`config.mk`:
```
export PLATFORM = sky130hd
export DESIGN_NAME = comparator_serial
export DESIGN_NICKNAME = d
export VERILOG_FILES = /design/src/rtl/comparator_pkg.sv /design/src/rtl/comparator_digit.sv /design/src/rtl/comparator_serial.sv
export SDC_FILE = /design/constraint.sdc
export NUM_CORES = 1
export LEC_CHECK = 0
export ABC_AREA = 1
export ABC_CLOCK_PERIOD_IN_PS = 1350
export CORE_MARGIN = 5
export CORE_UTILIZATION = 47
export CTS_BUF_LIST = sky130_fd_sc_hd__clkbuf_4
export DETAILED_ROUTE_END_ITERATION = 7
export GPL_TIMING_DRIVEN = 0
export MAX_ROUTING_LAYER = met4
export PLACE_DENSITY_LB_ADDON = 0.25
export SLEW_MARGIN = 30
export SYNTH_ARGS = -nofsm -noshare
export SYNTH_HDL_FRONTEND = slang
export SYNTH_HIERARCHICAL = 1
export SYNTH_SLANG_ARGS = --single-unit
```
`constraint.sdc`:
```
create_clock -name clk -period 1.35 [get_ports clk]
set_input_delay 0.135 -clock clk [delete_from_list [all_inputs] [get_ports clk]]
set_output_delay 0.135 -clock clk [all_outputs]
set_load 0.005 [all_outputs]
```
`src/rtl/comparator_pkg.sv`:
```
// Shared definitions for the serial magnitude comparator: FSM state
// encoding, result encoding and the step-counter width helper.
package comparator_pkg;

    typedef enum logic [1:0] {
        IDLE    = 2'd0,
        COMPARE = 2'd1,
        DONE    = 2'd2
    } state_t;

    // Result flags packed as {eq, gt, sm}; exactly one bit set after a compare.
    localparam logic [2:0] RES_NONE = 3'b000;
    localparam logic [2:0] RES_EQ   = 3'b100;
    localparam logic [2:0] RES_GT   = 3'b010;
    localparam logic [2:0] RES_SM   = 3'b001;

    // Ceiling log2 of n (0 for n <= 1).
    function automatic int unsigned clog2(input int unsigned n);
        int unsigned w;
        w = 0;
        for (int unsigned i = 0; i < 32; i++) begin
            if ((32'd1 << i) < n) begin
                w = i + 1;
            end
        end
        return w;
    endfunction

    // Step counter width; at least one bit so a single-step compare still has a register.
    function automatic int unsigned step_width(input int unsigned n);
        return (clog2(n) == 0) ? 1 : clog2(n);
    endfunction

endpackage

```
`src/rtl/comparator_digit.sv`:
```
// Combinational unsigned compare of one DIGIT-bit slice.
module comparator_digit #(
    parameter int unsigned DIGIT = 2
) (
    input  logic [DIGIT-1:0] a,
    input  logic [DIGIT-1:0] b,
    output logic             dgt,
    output logic             dlt
);

    // Digit-level greater/less flags; both low when the digits match.
    always_comb begin
        dgt = (a > b);
        dlt = (a < b);
    end

endmodule

```
`src/rtl/comparator_serial.sv`:
```
// Multi-cycle MSB-first magnitude comparator, DIGIT bits per cycle.
// Signed operands are turned into offset-binary at load (MSB inverted) so
// the datapath only ever performs an unsigned compare.
// Optional macro COMPARATOR_SERIAL_EARLY_EXIT_EN: finish in the cycle the
// first differing digit is seen instead of always running all N steps.
module comparator_serial
    import comparator_pkg::*;
#(
    parameter int unsigned WIDTH = 8,
    parameter int unsigned DIGIT = 2
) (
    input  logic             clk,
    input  logic             rst,
    input  logic             start,
    input  logic             signed_mode,
    input  logic [WIDTH-1:0] a,
    input  logic [WIDTH-1:0] b,
    output logic             busy,
    output logic             done,
    output logic             eq,
    output logic             gt,
    output logic             sm
);

    localparam int unsigned N      = WIDTH / DIGIT;
    localparam int unsigned STEP_W = step_width(N);
    localparam logic [STEP_W-1:0] LAST_STEP = STEP_W'(N - 1);

    state_t              r_state;
    state_t              w_state_nxt;
    logic [WIDTH-1:0]    r_sa;
    logic [WIDTH-1:0]    r_sb;
    logic [STEP_W-1:0]   r_step;
    logic                r_decided;
    logic                r_dir_gt;
    logic                r_busy;
    logic                r_done;
    logic [2:0]          r_res;

    logic                w_dgt;
    logic                w_dlt;
    logic                w_diff;
    logic                w_load;
    logic                w_finish;
    logic [2:0]          w_res_nxt;

    comparator_digit #(
        .DIGIT (DIGIT)
    ) u_digit (
        .a   (r_sa[WIDTH-1 -: DIGIT]),
        .b   (r_sb[WIDTH-1 -: DIGIT]),
        .dgt (w_dgt),
        .dlt (w_dlt)
    );

    // State register.
    always_ff @(posedge clk or posedge rst) begin
        if (rst) begin
            r_state <= IDLE;
        end else begin
            r_state <= w_state_nxt;
        end
    end

    // Next-state decode, load/finish strobes and the final result.
    always_comb begin
        w_state_nxt = r_state;
        w_load      = 1'b0;
        w_finish    = 1'b0;
        w_diff      = 1'b0;
        w_res_nxt   = r_res;
        case (r_state)
            IDLE, DONE: begin
                if (start) begin
                    w_state_nxt = COMPARE;
                    w_load      = 1'b1;
                end else begin
                    w_state_nxt = IDLE;
                end
            end
            COMPARE: begin
                w_diff = !r_decided && (w_dgt || w_dlt);
`ifdef COMPARATOR_SERIAL_EARLY_EXIT_EN
                w_finish = (r_step == LAST_STEP) || w_diff;
`else
                w_finish = (r_step == LAST_STEP);
`endif
                if (w_finish) begin
                    w_state_nxt = DONE;
                    if (r_decided) begin
                        w_res_nxt = r_dir_gt ? RES_GT : RES_SM;
                    end else if (w_dgt) begin
                        w_res_nxt = RES_GT;
                    end else if (w_dlt) begin
                        w_res_nxt = RES_SM;
                    end else begin
                        w_res_nxt = RES_EQ;
                    end
                end
            end
            default: begin
                w_state_nxt = IDLE;
            end
        endcase
    end

    // Datapath: operand shift registers, step counter, decision latch, outputs.
    always_ff @(posedge clk or posedge rst) begin
        if (rst) begin
            r_sa      <= '0;
            r_sb      <= '0;
            r_step    <= '0;
            r_decided <= 1'b0;
            r_dir_gt  <= 1'b0;
            r_busy    <= 1'b0;
            r_done    <= 1'b0;
            r_res     <= RES_NONE;
        end else begin
            r_busy <= (w_state_nxt == COMPARE);
            r_done <= (w_state_nxt == DONE);
            if (w_finish) begin
                r_res <= w_res_nxt;
            end
            if (w_load) begin
                r_sa      <= signed_mode ? {~a[WIDTH-1], a[WIDTH-2:0]} : a;
                r_sb      <= signed_mode ? {~b[WIDTH-1], b[WIDTH-2:0]} : b;
                r_step    <= '0;
                r_decided <= 1'b0;
                r_dir_gt  <= 1'b0;
            end else if (r_state == COMPARE) begin
                if (w_diff) begin
                    r_decided <= 1'b1;
                    r_dir_gt  <= w_dgt;
                end
                r_sa   <= r_sa << DIGIT;
                r_sb   <= r_sb << DIGIT;
                r_step <= r_step + STEP_W'(1);
            end
        end
    end

    assign busy = r_busy;
    assign done = r_done;
    assign eq   = r_res[2];
    assign gt   = r_res[1];
    assign sm   = r_res[0];

endmodule

```
==> results.py, run 1 <==
metrics = {
    "outcome": {
        "outcome": "complete, but fails checks",
        "violations": "setup timing",
    },
    "hold_path": {
        "worstHoldPathType": "input pin to async pin",
    },
    "layout": {
        "n_fill_cell": 223,
        "syn_to_final_growth_pct": 30.3,
        "multi_input_area_um2": 502,
        "layout-drive-gt1-share": 0.153,
        "design_area_um2": 1650,
        "ff_latch_area_um2": 676,
        "fin_util": 0.653,
        "instances_no_fill": 219,
        "antenna_cells": 0,
        "layout_common_cells": "nand2_1, dfrtp_1, clkdlybuf4s50_1",
        "final_common_cell": "nand2_1",
        "nets": 213,
    },
    "logic_synthesis": {
        "synth_simple_gate_area_frac": 0.280,
        "synth_top_family_by_area": "simple AND/OR/NAND/NOR gates",
        "avgSynthCellArea_um2": 8.10,
        "synthXorXnorAreaFrac": 0,
        "ys_seq_elements": 27,
        "synth_fp_nets": 179,
        "synth_mux_area_frac": 0,
        "yosys.area.top_type": "dfrtp_1",
        "syn-cell-area_um2": 1260,
        "yosys-top-cells-area": "dfrtp_1, nand2_1, inv_1",
        "synth_warnings": 6,
        "yosysUniqueCellTypes": 18,
        "postSynthCellCount": 156,
        "synth-compound-area-share": 0.0624,
        "synth_top_area_frac": 0.535,
        "synth_fa_ha_area_frac": 0.0297,
        "seq_area_frac_synth": 0.535,
    },
    "global_routing": {
        "grt_max_degree": 28,
        "grt_use_total": 0.156,
        "grt_pass1_wl_um": 4170,
        "grt_pass1_vias": 1034,
        "grt_remaining_overflow": 0,
        "antenna_found_initial": 0,
    },
    "timing": {
        "fin_worst_skew_ns": 0.00503,
        "final.min_clock_period_ns": 1.42,
        "rsz0062_at_grt": "yes",
        "clock.fmax_mhz": 703,
        "slew_headroom": 0.624,
        "worst_pin_slew_ns": 0.563,
        "min_period_over_period": 1.05,
        "slew_viol_final": 0,
        "hold_viol": 0,
        "worst_slack_ns": -0.0734,
        "setup_viol": 2,
    },
    "setup_path": {
        "cp.arrival_ns": 1.66,
        "worst_ep_required_time_ns": 1.58,
        "path_class": "register to register",
        "critPathLaunchType": "register",
        "cp_max_fo": 3,
        "critPathCaptureType": "register",
    },
    "placed_design": {
        "place_area_um2": 1540,
        "dp_cells": 210,
        "place.gp.congestion": 0.771,
        "dp_hpwl_um": 1770,
        "place.port_buffers": 24,
    },
    "clock_tree": {
        "clkTransAtPathRegs_ns": 0.15,
        "htreeDepth": 1,
        "cts_buffer_depth": 2,
        "cts_root_buf": "clkbuf_4",
        "clkSinkCount": 27,
        "cts_tree": "yes",
        "numCtsBuffers": 3,
        "clkLatencyLatePin_ns": 0.32,
        "postCtsHoldBufs": 0,
    },
    "floorplanning": {
        "rows": 18,
        "die_y_um": 61.9,
        "start_util": 0.501,
        "io_pins": 25,
        "die_area_um2": 3830,
        "coreArea_um2": 2520,
        "die_x_um": 61.9,
    },
    "route": {
        "viasPerCell": 4.95,
        "dr_total_vias": 1083,
        "drc_errors": 0,
        "routedWlPerCell_um": 11.7,
        "wl_um": 2560,
        "antenna_left": 0,
        "drtIter0Drc": 29,
        "dr.pass1.iters": 4,
    },
    "power_and_ir_drop": {
        "vdd_ir_drop_max_mv": 1.40,
        "cellLeakagePower_nw": 0.874,
        "power.density_nw_per_um2": 2220,
    },
    "flow_run": {
        "maxCapViolCount": 0,
    },
}
[final cells by class]
class | instances | area share
flip-flops and latches | 27 | 0.410
multi-input cells | 103 | 0.305
repair buffers | 29 | 0.172
inverters | 22 | 0.0502
well taps | 30 | 0.0228
plain buffers | 4 | 0.0213
clock buffers | 4 | 0.0182
[what timing repair did]
action                                 4_1_cts  5_1_grt
buffers inserted                             3        2
pin swaps                                    1        6
setup endpoints to repair                    5        8
endpoints found under the hold margin        0        0
gates resized for setup                      3       10
[registers in the layout (all words and copies together), names as in the netlist]
signal	cells
r_sa	8
r_sb	8
r_res	3
r_state	2
r_step	2
busy	1
done	1
r_decided	1
r_dir_gt	1
[worst max-delay path, cell delays in order (launching register included)]
cell,delay [ns]
dfrtp_1,0.45
ha_4,0.31
nand2_2,0.05
a21oi_2,0.17
inv_2,0.06
nand2_2,0.07
nand3_2,0.08
nand3_2,0.09
nand2_1,0.05
[synthesized netlist by cell type]
library cell and instances:
nand3_1 14, nand2_1 61, nand4_1 1, nand2_2 3, ha_1 3, or2_1 2, nor2_2 1, buf_2 1
buf_4 1, a21oi_2 1, inv_2 3, a21oi_1 2, o21ai_1 2, buf_6 2, o21ai_0 10, dfrtp_1 27
inv_1 19, nor2_1 3
[power breakdown]
group          leakage, nW  switching, W  internal [W]
Sequential           0.339      0.000184       0.00117
Clock               0.0184      0.000239      0.000136
Combinational        0.517       0.00107      0.000853
Total                0.874       0.00150       0.00216
[metal layers]
layer	wire length [um]	up-vias	GRT usage
met5	0	-	-
met3	132	6	0.0310
li1	-	546	-
met1	1020	507	0.154
met2	1360	24	0.290
met4	41	0	0.0727
[metrics by stage]
stage	power, W	TNS [ns]	setup slack (ns)	hold WS (ns)
2_1_floorplan	0.00252	0	0.0356	0.188
3_3_place_gp	0.00293	-0.546	-0.0337	0.455
3_5_place_dp	0.00300	-0.144	-0.0777	0.458
4_1_cts	0.00350	-0.0780	-0.0711	0.175
5_1_grt	0.00398	-0.390	-0.146	0.204
6_report	0.00366	-0.107	-0.0734	0.157
[final timing paths]
| path | start | to | slack, ns | cells after the start |
|---|---|---|---|---|
| max | r_sa[7] | r_dir_gt | -0.07 | 8 |
| min | rst | r_sa[6] | 0.16 | 2 |
| max reg2reg | r_sa[7] | r_dir_gt | -0.07 | 8 |
| min reg2reg | r_sb[0] | r_sb[0] | 0.49 | 2 |
| max in group asynchronous | rst | r_sa[5] | 0.82 | 2 |
| min in group clk | b[0] | r_sb[0] | 0.33 | 3 |
[logic make-up (layout without fill, tap and decap cells)]
logic type,count (synthesis),in the layout
buf+inv,26,59
fa+ha+maj,3,3
flops,27,27
compound gates,15,15
simple gates,85,85
Power figures use the tool's default switching activity.
==> inputs of run 2 (changes only) <==
CTS_CLUSTER_SIZE = 25   (was unset)
==> results of run 2 <==
Same layout as run 1: the final DEF is identical, and so are final timing and power.
